[config.mk]
export PLATFORM = sky130hd
export DESIGN_NAME = nes_poll_scheduler
export DESIGN_NICKNAME = d
export VERILOG_FILES = /design/src/rtl/nes_poll_scheduler.sv
export SDC_FILE = /design/constraint.sdc
export NUM_CORES = 1
export LEC_CHECK = 0
export BUFFER_PORTS_ARGS = -buffer_cell sky130_fd_sc_hd__buf_2
export CELL_PAD_IN_SITES_DETAIL_PLACEMENT = 1
export CELL_PAD_IN_SITES_GLOBAL_PLACEMENT = 1
export CORE_UTILIZATION = 39
export DETAILED_ROUTE_END_ITERATION = 10
export PLACE_DENSITY = 0.77
export SLEW_MARGIN = 20
export SYNTH_ARGS = -nofsm -noshare
export SYNTH_HDL_FRONTEND = slang
export SYNTH_SLANG_ARGS = --single-unit
[constraint.sdc]
create_clock -name clk -period 1.74 [get_ports clk]
set_input_delay 0.174 -clock clk [delete_from_list [all_inputs] [get_ports clk]]
set_output_delay 0.174 -clock clk [all_outputs]
set_load 0.05 [all_outputs]
[src/rtl/nes_poll_scheduler.sv]
// Polls two NES pads in parallel over a shared latch/clock bus at a programmable frame rate.
// Presents the current button state and sticky newly-pressed flags under a valid/ack handshake.
module nes_poll_scheduler #(
  parameter int TICK_DIV    = 500,
  parameter int POLL_TICKS  = 1666,
  parameter int LATCH_TICKS = 2
) (
  input  logic        clk,
  input  logic        reset,
  input  logic        enable,
  input  logic        poll_now,
  input  logic        data0,
  input  logic        data1,
  output logic        nes_latch,
  output logic        nes_clk,
  output logic [7:0]  pad0_buttons,
  output logic [7:0]  pad1_buttons,
  output logic [7:0]  pad0_pressed,
  output logic [7:0]  pad1_pressed,
  output logic        evt_valid,
  input  logic        evt_ack,
  output logic        busy,
  output logic [15:0] scan_count
);

  localparam int DIV_W  = (TICK_DIV > 1) ? $clog2(TICK_DIV) : 1;
  localparam int IDLE_W = $clog2(POLL_TICKS + 1);
  localparam int LAT_W  = (LATCH_TICKS > 1) ? $clog2(LATCH_TICKS) : 1;

  localparam logic [2:0] S_IDLE     = 3'd0;
  localparam logic [2:0] S_LATCH    = 3'd1;
  localparam logic [2:0] S_SHIFT_HI = 3'd2;
  localparam logic [2:0] S_SHIFT_LO = 3'd3;
  localparam logic [2:0] S_DONE     = 3'd4;

  logic [DIV_W-1:0]  div_r;
  logic              tick_s;
  logic [2:0]        state_r, state_s;
  logic [IDLE_W-1:0] idle_r, idle_s;
  logic [LAT_W-1:0]  lat_r, lat_s;
  logic [2:0]        idx_r, idx_s;
  logic [7:0]        shift0_r, shift0_s, shift1_r, shift1_s;
  logic              pend_r, pend_s;
  logic [7:0]        new0_s, new1_s, press0_s, press1_s;

  assign tick_s = (div_r == DIV_W'(TICK_DIV - 1));

  // Free-running tick divider
  always_ff @(posedge clk) begin
    if (!reset) begin
      div_r <= '0;
    end else if (tick_s) begin
      div_r <= '0;
    end else begin
      div_r <= div_r + DIV_W'(1);
    end
  end

  // Scan sequencer next-state; all bus timing advances on tick only
  always_comb begin
    state_s  = state_r;
    idle_s   = idle_r;
    lat_s    = lat_r;
    idx_s    = idx_r;
    shift0_s = shift0_r;
    shift1_s = shift1_r;
    pend_s   = 1'b0;
    case (state_r)
      S_IDLE: begin
        if (tick_s) begin
          if (pend_r || poll_now || (enable && (idle_r >= IDLE_W'(POLL_TICKS - 1)))) begin
            state_s  = S_LATCH;
            idle_s   = '0;
            lat_s    = '0;
            shift0_s = 8'h00;
            shift1_s = 8'h00;
          end else if (enable) begin
            idle_s = idle_r + IDLE_W'(1);
          end else begin
            idle_s = idle_r;
          end
        end else begin
          pend_s = pend_r | poll_now;
        end
      end
      S_LATCH: begin
        if (tick_s) begin
          if (lat_r == LAT_W'(LATCH_TICKS - 1)) begin
            shift0_s[0] = ~data0;
            shift1_s[0] = ~data1;
            idx_s       = 3'd1;
            state_s     = S_SHIFT_HI;
          end else begin
            lat_s = lat_r + LAT_W'(1);
          end
        end else begin
          lat_s = lat_r;
        end
      end
      S_SHIFT_HI: begin
        if (tick_s) begin
          state_s = S_SHIFT_LO;
        end else begin
          state_s = S_SHIFT_HI;
        end
      end
      S_SHIFT_LO: begin
        if (tick_s) begin
          shift0_s[idx_r] = ~data0;
          shift1_s[idx_r] = ~data1;
          if (idx_r == 3'd7) begin
            state_s = S_DONE;
          end else begin
            idx_s   = idx_r + 3'd1;
            state_s = S_SHIFT_HI;
          end
        end else begin
          state_s = S_SHIFT_LO;
        end
      end
      S_DONE: begin
        state_s = S_IDLE;
      end
      default: begin
        state_s = S_IDLE;
      end
    endcase
  end

  // Sticky event flags; an ack in the commit cycle keeps only the fresh presses
  always_comb begin
    new0_s = shift0_r & ~pad0_buttons;
    new1_s = shift1_r & ~pad1_buttons;
    if (state_r == S_DONE) begin
      press0_s = evt_ack ? new0_s : (pad0_pressed | new0_s);
      press1_s = evt_ack ? new1_s : (pad1_pressed | new1_s);
    end else if (evt_ack) begin
      press0_s = 8'h00;
      press1_s = 8'h00;
    end else begin
      press0_s = pad0_pressed;
      press1_s = pad1_pressed;
    end
  end

  // State and registered outputs
  always_ff @(posedge clk) begin
    if (!reset) begin
      state_r      <= S_IDLE;
      idle_r       <= '0;
      lat_r        <= '0;
      idx_r        <= 3'd0;
      shift0_r     <= 8'h00;
      shift1_r     <= 8'h00;
      pend_r       <= 1'b0;
      nes_latch    <= 1'b0;
      nes_clk      <= 1'b0;
      busy         <= 1'b0;
      pad0_buttons <= 8'h00;
      pad1_buttons <= 8'h00;
      pad0_pressed <= 8'h00;
      pad1_pressed <= 8'h00;
      evt_valid    <= 1'b0;
      scan_count   <= 16'h0000;
    end else begin
      state_r      <= state_s;
      idle_r       <= idle_s;
      lat_r        <= lat_s;
      idx_r        <= idx_s;
      shift0_r     <= shift0_s;
      shift1_r     <= shift1_s;
      pend_r       <= pend_s;
      nes_latch    <= (state_s == S_LATCH);
      nes_clk      <= (state_s == S_SHIFT_HI);
      busy         <= (state_s != S_IDLE);
      pad0_pressed <= press0_s;
      pad1_pressed <= press1_s;
      evt_valid    <= |{press0_s, press1_s};
      if (state_r == S_DONE) begin
        pad0_buttons <= shift0_r;
        pad1_buttons <= shift1_r;
        scan_count   <= scan_count + 16'd1;
      end else begin
        pad0_buttons <= pad0_buttons;
        pad1_buttons <= pad1_buttons;
        scan_count   <= scan_count;
      end
    end
  end

endmodule

==> results of run 1 <==
## final timing paths
| check | from | end | slack (ns) | depth (start not counted) |
|---|---|---|---|---|
| setup / recovery | state_r[0] | scan_count[11] | -0.05 | 4 |
| hold / removal | poll_now | pend_r | 0.12 | 3 |
| setup reg to reg | state_r[0] | scan_count[11] | -0.05 | 4 |
| hold reg to reg | shift1_r[4] | pad1_buttons[4] | 0.47 | 2 |
## per-stage QoR
step	hold WS, ns	setup TNS [ns]	util [%]	power [W]
floorplan	0.355	-0.396	-	0.00233
global placement	0.454	-0.0537	47.3	0.00237
detailed placement	0.469	-0.844	47.3	0.00237
CTS	0.0887	-0.240	49.2	0.00381
global route	0.124	-0.692	50.9	0.00390
finish	0.117	-0.144	50.9	0.00378
## sequential cells by signal, indices dropped and copies added, names as in the netlist
signal        cells
busy              1
div_r             9
evt_valid         1
idle_r           11
idx_r             3
lat_r             1
nes_clk           1
nes_latch         1
pad0_buttons      8
pad0_pressed      8
pad1_buttons      8
pad1_pressed      8
pend_r            1
scan_count       16
shift0_r          8
shift1_r          8
state_r           3
## metal layers
| metal | part of all wire [%] | routed length (um) | track usage [%] | up-vias |
|---|---|---|---|---|
| met1 | 49 | 5510 | 27.4 | 1855 |
| met5 | 0 | 0 | 0 | - |
| met4 | 1.1 | 119 | 6.26 | 0 |
| met3 | 3.3 | 374 | 4.07 | 11 |
| li1 | - | - | - | 1862 |
| met2 | 47 | 5310 | 33.0 | 64 |
## synth_stat cells, types with 6 or more instances
cell      number  area [sq um]
nor4_1         9          56.3
nand3_1       17          85.1
dfxtp_1       96          1920
a21boi_0      17           128
nor3_1         9          45.0
clkbuf_1      22          82.6
inv_1         23          86.3
xnor2_1       13           114
o22ai_1       20           125
a31oi_1        7          43.8
a22o_1         7          61.3
nand4_1        9          56.3
and2_1        28           175
nand2_1       59           221
xor2_1        16           140
nand2b_1      19           119
ha_1           6          75.1
nor2b_1       12          75.1
nor2_1        37           139
and3_1         8          50.1
## power by group
group | total [W] | switching, W | leakage (nW) | internal [W]
sequential | 0.00221 | 0.00000555 | 0.783 | 0.00220
combinational | 0.000117 | 0.0000704 | 1.22 | 0.0000466
clock | 0.00145 | 0.000802 | 0.0911 | 0.000652
## kinds of logic after synthesis
logic type,synth area share [%]
compound gates,13.7
flops,45.0
fa+ha+maj,1.76
xor+xnor,5.94
simple gates,28.5
buf+inv,4.63
mux,0.468
## critical path, delay by kind of cell (launching register included)
| family | cells | cell delay (ns) |
|---|---|---|
| AND/OR/NAND/NOR | 3 | 1.28 |
| AO/OA/AOI/OAI | 1 | 0.12 |
| flip-flops | 1 | 0.33 |
## timing repair
item | CTS | global route
setup endpoints to repair | 32 | 40
buffers inserted | 0 | 2
gates resized for setup | 6 | 38
hold endpoints to repair | 0 | 0
pin swaps | 3 | 8
gates cloned | 0 | 1
## layout make-up
class / instances / area [sq um] / share of cell area, %
Timing Repair Buffer: 98 / 602 / 11.3
Sequential cell: 96 / 1940 / 36.5
Inverter: 23 / 86.3 / 1.62
Tap cell: 136 / 170 / 3.20
Clock inverter: 5 / 60.1 / 1.13
Clock buffer: 9 / 124 / 2.33
Multi-Input combinational cell: 348 / 2330 / 43.9
==> results.py, run 1 <==
metrics = {
    "run_status": {
        "status": "finished, violations left",
        "violations": "negative setup slack",
    },
    "sta": {
        "fmax_mhz": 559,
        "fin_skew_ns": 0.0112,
        "rsz0062_at_grt": "true",
        "layout_setup_ws_ns": -0.0491,
        "maxSlewHeadroom_pct": 76.7,
        "fin_crit_sh_pct": 103,
        "finalMaxSlewViolations": 0,
        "worst_pin_slew_ns": 0.347,
        "finalCriticalPeriod_ns": 1.79,
        "setup_viol": 4,
        "final_hold_viol_count": 0,
    },
    "critical_path": {
        "cp_max_fo": 7,
        "crit_type": "register to register",
        "worst_setup_path_start_kind": "register",
        "path_cells": "or3b_4 > or4_4 > or3_1 > a21boi_1",
        "arrival_ns": 2.10,
        "required_ns": 2.05,
        "slowest_stage": "or4_4",
        "worstSetupEndpointType": "register",
        "cp_slowest_stage_delay_ns": 0.55,
    },
    "clocking": {
        "h-tree-depth": 3,
        "hold_buffers": 0,
        "clkSinkCount": 96,
        "clkLatencyLatePin_ns": 0.37,
        "cts_buffer_depth": 2,
        "clockRootBuffer": "clkbuf_8",
        "cts_tree": "built",
        "path_clk_slew_ns": 0.09,
        "cts_buffers": 9,
    },
    "synthesis": {
        "synth_cell_types": 51,
        "syn_avg_cell_area_sq_um": 8.65,
        "synthFlopType": "dfxtp_1",
        "synth_seq_area_share_pct": 45.0,
        "synth-async-reset-ratio_pct": 0,
        "syn_area_sq_mm": 0.00427,
        "syn-num-nets": 507,
        "ys_ff_latch": 96,
        "synth_edf_count": 0,
        "synthCells": 494,
        "synth_warnings": 0,
    },
    "place": {
        "pre_cts_ws_ns": -0.0796,
        "hpwl_um": 8220,
        "place.gp.congestion": 0.780,
        "placed_cells": 698,
        "io_buffers": 58,
        "placed_area_sq_mm": 0.00494,
    },
    "worst_hold_path": {
        "hold_class": "primary input to register",
    },
    "floorplan": {
        "fp.dieH_um": 107,
        "pin_count": 59,
        "die_width_um": 107,
        "initial_utilization_pct": 40.9,
        "num_rows": 37,
        "core_area_sq_mm": 0.0105,
        "die-area_sq_mm": 0.0114,
    },
    "global_routing": {
        "grt_max_degree": 35,
        "overflow": 0,
        "antenna_found_initial": 0,
        "grt_pass1_vias": 3801,
        "grt_usage_pct": 20.4,
        "grt_pass1_wl_um": 18500,
    },
    "finish": {
        "final_nets": 589,
        "final_area_sq_mm": 0.00532,
        "num-fill-cells": 1255,
        "final_common_cell": "dfxtp_1",
        "final_cell_mix": "dfxtp_1, nand2_1, buf_2",
        "syn_to_final_growth_pct": 24.5,
        "final_cell_count_no_fill": 715,
        "antennaDiodeCount": 0,
        "drive_gt1_share_pct": 28.2,
    },
    "routing": {
        "vias_per_cell": 5.30,
        "antenna_left": 0,
        "wl_um": 11300,
        "drc": 0,
        "first_pass_iters": 4,
        "drt-wirelength-per-cell_um": 15.8,
        "num_vias": 3792,
        "drt_iter0_drc": 124,
    },
    "pwr": {
        "ir_drop_uv": 414,
        "power.density_mw_per_mm2": 710,
        "leakage_nw": 2.10,
    },
    "run": {
        "max-cap-violations": 0,
    },
}
Note: power is estimated with default switching activity, not from simulation.
==> inputs of run 2 (changes only) <==
REMOVE_ABC_BUFFERS = 1   (was not set)
SKIP_LAST_GASP = 1   (was not set)
==> run 2 against run 1 <==
The flow still finishes with violations (negative setup slack). Global-route usage grew 0.29 points. Clock power grew 20%. Die area is the same. Hold slack lost 0.0069 ns. Count of clock-buffer cells in the layout grew 1. Register-to-register slack lost 0.07 ns. Sequential share of layout area shrank 1.7 points. Worst setup slack lost 0.069 ns. Highest routed layer unchanged. Final cell count grew 2.0%. Design area grew 4.3%.
==> results.py, run 2 (synthesis gave the netlist of run 1 again) <==
metrics = {
    "routing": {
        "wl_um": 12000,
        "antenna_left": 0,
        "drc": 0,
        "vias_per_cell": 5.26,
        "num_vias": 3832,
        "first_pass_iters": 4,
        "drt_iter0_drc": 132,
        "drt-wirelength-per-cell_um": 16.5,
    },
    "sta": {
        "layout_setup_ws_ns": -0.118,
        "rsz0062_at_grt": "true",
        "fin_skew_ns": 0.0168,
        "maxSlewHeadroom_pct": 63.4,
        "worst_pin_slew_ns": 0.546,
        "fmax_mhz": 538,
        "finalCriticalPeriod_ns": 1.86,
        "final_hold_viol_count": 0,
        "finalMaxSlewViolations": 0,
        "setup_viol": 20,
        "fin_crit_sh_pct": 107,
        "hold_slack_ns": 0.110,
    },
    "floorplan": {
        "die-area_sq_mm": 0.0114,
        "num_rows": 37,
        "initial_utilization_pct": 40.9,
        "fp.dieH_um": 107,
        "core_area_sq_mm": 0.0105,
        "die_width_um": 107,
        "pin_count": 59,
    },
    "finish": {
        "final_area_sq_mm": 0.00555,
        "antennaDiodeCount": 0,
        "largest_reg_flops": 16,
        "drive_gt1_share_pct": 30.0,
        "final_cell_count_no_fill": 729,
        "final_cell_mix": "dfxtp_1, nand2_1, buf_2",
        "reg_top3": "scan_count: 16 flops, idle_r: 11 flops, div_r: 9 flops",
        "largest_register": "scan_count",
        "num-fill-cells": 1226,
        "final_common_cell": "dfxtp_1",
        "syn_to_final_growth_pct": 29.8,
        "fin_util_pct": 53.0,
        "final_nets": 601,
    },
    "worst_hold_path": {
        "whs_endpoint": "shift0_r[0]",
        "hold_depth": 3,
        "hp-start": "data0",
        "hold_class": "primary input to register",
    },
    "critical_path": {
        "crit_type": "register to register",
        "worstSetupEndpointType": "register",
        "required_ns": 2.00,
        "r2r-start": "state_r[1]",
        "path_cells": "buf_8 > or3_4 > nor4_4 > buf_4 > mux2i_1 > nor2b_1",
        "cp_slowest_stage_delay_ns": 0.40,
        "worstRegToRegCells": 6,
        "worst_setup_path_start_kind": "register",
        "slowest_stage": "or3_4",
        "cp_max_fo": 5,
        "r2r_slack_ns": -0.12,
        "r2r-end": "idle_r[1]",
        "arrival_ns": 2.12,
    },
    "global_routing": {
        "grt_usage_pct": 20.7,
        "grt_pass1_wl_um": 18900,
        "grt_pass1_vias": 3909,
        "antenna_found_initial": 0,
        "overflow": 0,
        "grt_max_degree": 33,
    },
    "run_status": {
        "violations": "negative setup slack",
        "status": "finished, violations left",
    },
    "clocking": {
        "cts_buffers": 9,
        "path_clk_slew_ns": 0.10,
        "clockRootBuffer": "clkbuf_8",
        "hold_buffers": 0,
        "clkSinkCount": 96,
        "cts_tree": "built",
        "cts_buffer_depth": 2,
        "clkLatencyLatePin_ns": 0.38,
        "h-tree-depth": 3,
    },
    "pwr": {
        "leakage_nw": 2.23,
        "ir_drop_uv": 340,
        "power.density_mw_per_mm2": 734,
    },
    "place": {
        "placed_area_sq_mm": 0.00496,
        "io_buffers": 58,
        "placed_cells": 704,
        "place.gp.congestion": 0.866,
        "pre_cts_ws_ns": -0.130,
        "hpwl_um": 8180,
    },
    "run": {
        "max-cap-violations": 0,
    },
}
[run 2: metrics by stage]
stage               TNS, ns  total power (W)
finish               -0.885          0.00408
global route          -3.06          0.00421
CTS                  -0.429          0.00410
detailed placement    -1.51          0.00238
global placement     -0.275          0.00237
floorplan             -8.66          0.00230
[run 2: final cells by class]
| type | instances | area, sq um | area share [%] |
|---|---|---|---|
| clock buffer | 10 | 128 | 2.30 |
| clock inverter | 6 | 108 | 1.94 |
| inverter | 23 | 86.3 | 1.56 |
| multi-input combinational | 348 | 2400 | 43.2 |
| sequential | 96 | 1930 | 34.9 |
| tap | 136 | 170 | 3.07 |
| timing repair buffer | 110 | 727 | 13.1 |
[run 2: worst max path at each step]
stage	cells past startpoint	slack (ns)	start	to
floorplan	5	-0.61	state_r[1]	idle_r[4]
global placement	4	-0.05	state_r[1]	scan_count[11]
detailed placement	4	-0.13	state_r[1]	scan_count[11]
CTS	4	-0.09	state_r[1]	scan_count[11]
global route	6	-0.19	state_r[1]	idle_r[1]
finish	6	-0.12	state_r[1]	idle_r[1]
[run 2: timing repair]
item	4_1_cts	5_1_grt
endpoints found under the hold margin	0	0
buffers inserted	3	6
pin swaps	7	25
setup endpoints to repair	39	45
resized for setup	14	60
gates cloned	1	0
[run 2: where the power goes]
part	switching [W]	internal, W
registers	0.00000444	0.00220
clock network	0.000791	0.000951
logic	0.0000755	0.0000520
[run 2: critical path: cells and delay by family (launching register included)]
| family | cells | cell delay [ns] |
|---|---|---|
| buf+inv | 2 | 0.33 |
| flops | 1 | 0.34 |
| mux | 1 | 0.26 |
| simple gates | 3 | 0.81 |
[run 2: metal layers]
metal | global-route usage [%] | vias to the layer above | wire length, um
met5 | 0 | - | 0
met4 | 6.36 | 0 | 163
met3 | 4.07 | 15 | 323
met2 | 35.2 | 53 | 6000
met1 | 26.4 | 1872 | 5550
li1 | - | 1892 | -
==> inputs of run 3 (changes only) <==
ABC_AREA = 1   (was not set)
CORE_UTILIZATION = 37   (was 39)
PLACE_DENSITY = 0.76   (was 0.77)
==> run 3 against run 2 <==
Synthesized area shrank 0.73%. Register-to-register slack gained 0.13 ns. Sequential power is essentially flat. The flow now finishes without violations. Final cell count grew 11%. Design area shrank 4.0%. Synthesized cell count grew 18%. Largest power group unchanged. Utilization shrank 4.5 points.
==> results.py, run 3 <==
metrics = {
    "place": {
        "io_buffers": 58,
        "pre_cts_ws_ns": -0.0661,
        "place.gp.congestion": 0.778,
        "placed_area_sq_mm": 0.00478,
        "hpwl_um": 8140,
    },
    "synthesis": {
        "synth_seq_area_share_pct": 45.3,
        "syn_avg_cell_area_sq_um": 7.28,
        "syn_area_sq_mm": 0.00424,
        "synth_most_common_cell": "nand2_1",
        "synth.area.top_cells": "dfxtp_1, nand2_1, inv_1",
        "synth_cell_types": 31,
        "synth_top_area_share_pct": 45.3,
        "synth-async-reset-ratio_pct": 0,
        "synth_top_area_cell": "dfxtp_1",
        "ys_ff_latch": 96,
        "yosys-top-cells-count": "nand2_1, dfxtp_1, inv_1",
        "synth_edf_count": 0,
        "synthFlopType": "dfxtp_1",
        "synth_warnings": 0,
        "synthCells": 583,
    },
    "finish": {
        "antennaDiodeCount": 0,
        "largest_reg_flops": 16,
        "syn_to_final_growth_pct": 25.5,
        "num-fill-cells": 1405,
        "drive_gt1_share_pct": 23.7,
        "largest_register": "scan_count",
        "final_area_sq_mm": 0.00533,
        "final_cell_mix": "nand2_1, dfxtp_1, inv_1",
        "reg_top3": "scan_count: 16 flops, idle_r: 11 flops, div_r: 9 flops",
        "final_common_cell": "nand2_1",
        "final_nets": 674,
    },
    "worst_hold_path": {
        "hold_class": "primary input to register",
        "whs_endpoint": "shift0_r[0]",
        "hp-start": "data0",
        "hold_depth": 4,
    },
    "critical_path": {
        "r2r-end": "shift1_r[4]",
        "cp_max_fo": 6,
        "slowest_stage": "dfxtp_2",
        "path_cells": "inv_2 > ha_4 > nor2_2 > nand2_1 > o21ai_2 > nand2_1 > nand2_2 > nand3_4 > buf_12 > nand4_1 > nand2_1 > a21oi_1",
        "cp_slowest_stage_delay_ns": 0.33,
        "arrival_ns": 2.00,
        "worst_setup_path_start_kind": "register",
        "critPathTopFamily": "simple AND/OR/NAND/NOR gates",
        "worstSetupEndpointType": "register",
        "r2r-start": "idle_r[1]",
        "crit_type": "register to register",
        "path_buf_inv": 2,
        "worstRegToRegCells": 12,
        "cpMostUsedCell": "nand2_1",
        "r2r_slack_ns": 0.01,
        "required_ns": 2.01,
    },
    "floorplan": {
        "die_width_um": 109,
        "fp.dieH_um": 109,
        "die-area_sq_mm": 0.0119,
        "pin_count": 59,
        "core_area_sq_mm": 0.0110,
        "initial_utilization_pct": 38.6,
        "num_rows": 38,
    },
    "global_routing": {
        "grt_max_degree": 61,
        "overflow": 0,
        "grt_pass1_vias": 4158,
        "antenna_found_initial": 0,
        "grt_usage_pct": 20.5,
        "grt_pass1_wl_um": 19100,
    },
    "sta": {
        "final_hold_viol_count": 0,
        "setup_viol": 0,
        "finalCriticalPeriod_ns": 1.73,
        "layout_setup_ws_ns": 0.0121,
        "fmax_mhz": 579,
        "maxSlewHeadroom_pct": 67.4,
        "fin_skew_ns": 0.0109,
        "worst_pin_slew_ns": 0.485,
        "rsz0062_at_grt": "true",
        "finalMaxSlewViolations": 0,
        "fin_crit_sh_pct": 99.3,
    },
    "clocking": {
        "clkSinkCount": 96,
        "path_clk_slew_ns": 0.07,
        "cts_buffers": 9,
        "clkLatencyLatePin_ns": 0.35,
        "cts_buffer_depth": 2,
        "clockRootBuffer": "clkbuf_16",
        "cts_tree": "built",
        "hold_buffers": 0,
        "h-tree-depth": 3,
    },
    "routing": {
        "vias_per_cell": 5.08,
        "num_vias": 4096,
        "drc": 0,
        "drt_iter0_drc": 133,
        "drt-wirelength-per-cell_um": 14.5,
        "first_pass_iters": 4,
        "antenna_left": 0,
        "wl_um": 11700,
    },
    "pwr": {
        "leakage_nw": 2.24,
        "ir_drop_uv": 618,
        "power.density_mw_per_mm2": 812,
    },
    "run_status": {
        "status": "completed",
    },
    "run": {
        "max-cap-violations": 0,
    },
}
## run 3: cell count changes in the layout (fill, tap and decap cells not counted), sizes merged, moves of 11 or more
cell / previous run / this run
nor3: 11 / 26
xnor2: 13 / 1
nor2b: 12 / 0
xor2: 16 / 5
nand2: 59 / 118
a21boi: 22 / 0
nand4: 9 / 27
inv: 23 / 85
a21oi: 4 / 56
nor2: 37 / 71
buf: 110 / 84
and2: 29 / 0
nand2b: 19 / 0
## run 3: report_power, final
part	total [W]	internal (W)	switching (W)
Combinational	0.000262	0.0000935	0.000169
Sequential	0.00223	0.00221	0.0000141
Clock	0.00184	0.000971	0.000864
Total	0.00433	0.00328	0.00105
## run 3: worst reg2reg max path: stages, from the launching register on
cell and delay, ns:
dfxtp_2 0.33, inv_2 0.06, ha_4 0.16, nor2_2 0.09, nand2_1 0.06, o21ai_2 0.12, nand2_1 0.09, nand2_2 0.10
nand3_4 0.13, buf_12 0.17, nand4_1 0.09, nand2_1 0.09, a21oi_1 0.17
## run 3: cell type report
class                      instances  area (sq um)  share of cell area, %
multi-input combinational        383          2060                   38.7
tap                              140           175                   3.29
clock inverter                     6          43.8                  0.822
clock buffer                      10           229                   4.30
timing repair buffer              86           568                   10.7
sequential                        96          1930                   36.3
inverter                          85           319                   5.99
## run 3: cell families (layout without fill, tap and decap cells)
| kind of cell | after synthesis | count (layout) | share of synthesized area, % |
|---|---|---|---|
| XOR/XNOR | 6 | 6 | 1.24 |
| AO/OA/AOI/OAI | 95 | 95 | 12.2 |
| AND/OR/NAND/NOR | 275 | 275 | 29.3 |
| multiplexers | 1 | 1 | 0.236 |
| adder cells (fa/ha/maj) | 6 | 6 | 1.77 |
| buffers and inverters | 104 | 187 | 9.88 |
| flip-flops | 96 | 96 | 45.3 |
## run 3: timing repair
action / 4_1_cts / 5_1_grt
cloned: 0 / 2
gates resized for setup: 7 / 44
pin swaps: 6 / 24
buffers inserted: 3 / 4
endpoints found under the setup margin: 10 / 46
## run 3: per-stage QoR
step	util (%)	hold WS, ns	power (W)	cells	TNS, ns
after global routing	48.5	0.258	0.00450	806	-1.43
after floorplan	-	0.285	0.00239	564	-2.76
final	48.5	0.219	0.00433	806	0
after CTS	46.4	0.208	0.00433	800	-0.00945
after global placement	43.5	0.424	0.00248	781	0
after detailed placement	43.5	0.429	0.00249	781	-0.164
## run 3: how the worst max path moves through the flow
| stage | from | endpoint | slack (ns) | depth (start not counted) |
|---|---|---|---|---|
| 4_1_cts | div_r[1] | idle_r[8] | -0.009 | 11 |
| 2_1_floorplan | state_r[1] | scan_count[14] | -0.26 | 10 |
| 6_report | idle_r[1] | shift1_r[4] | 0.01 | 12 |
| 5_1_grt | idle_r[1] | shift1_r[6] | -0.12 | 12 |
| 3_3_place_gp | div_r[0] | nes_clk | 0.05 | 9 |
| 3_5_place_dp | div_r[0] | idle_r[8] | -0.07 | 11 |
## run 3: layer usage
metal  up-vias  track usage [%]  part of all wire [%]
met5         -                0                     0
met4         0             8.88                   1.7
li1       2063                -                     -
met3        12             4.06                   3.6
met2        62             35.9                    51
met1      1959             24.2                    44
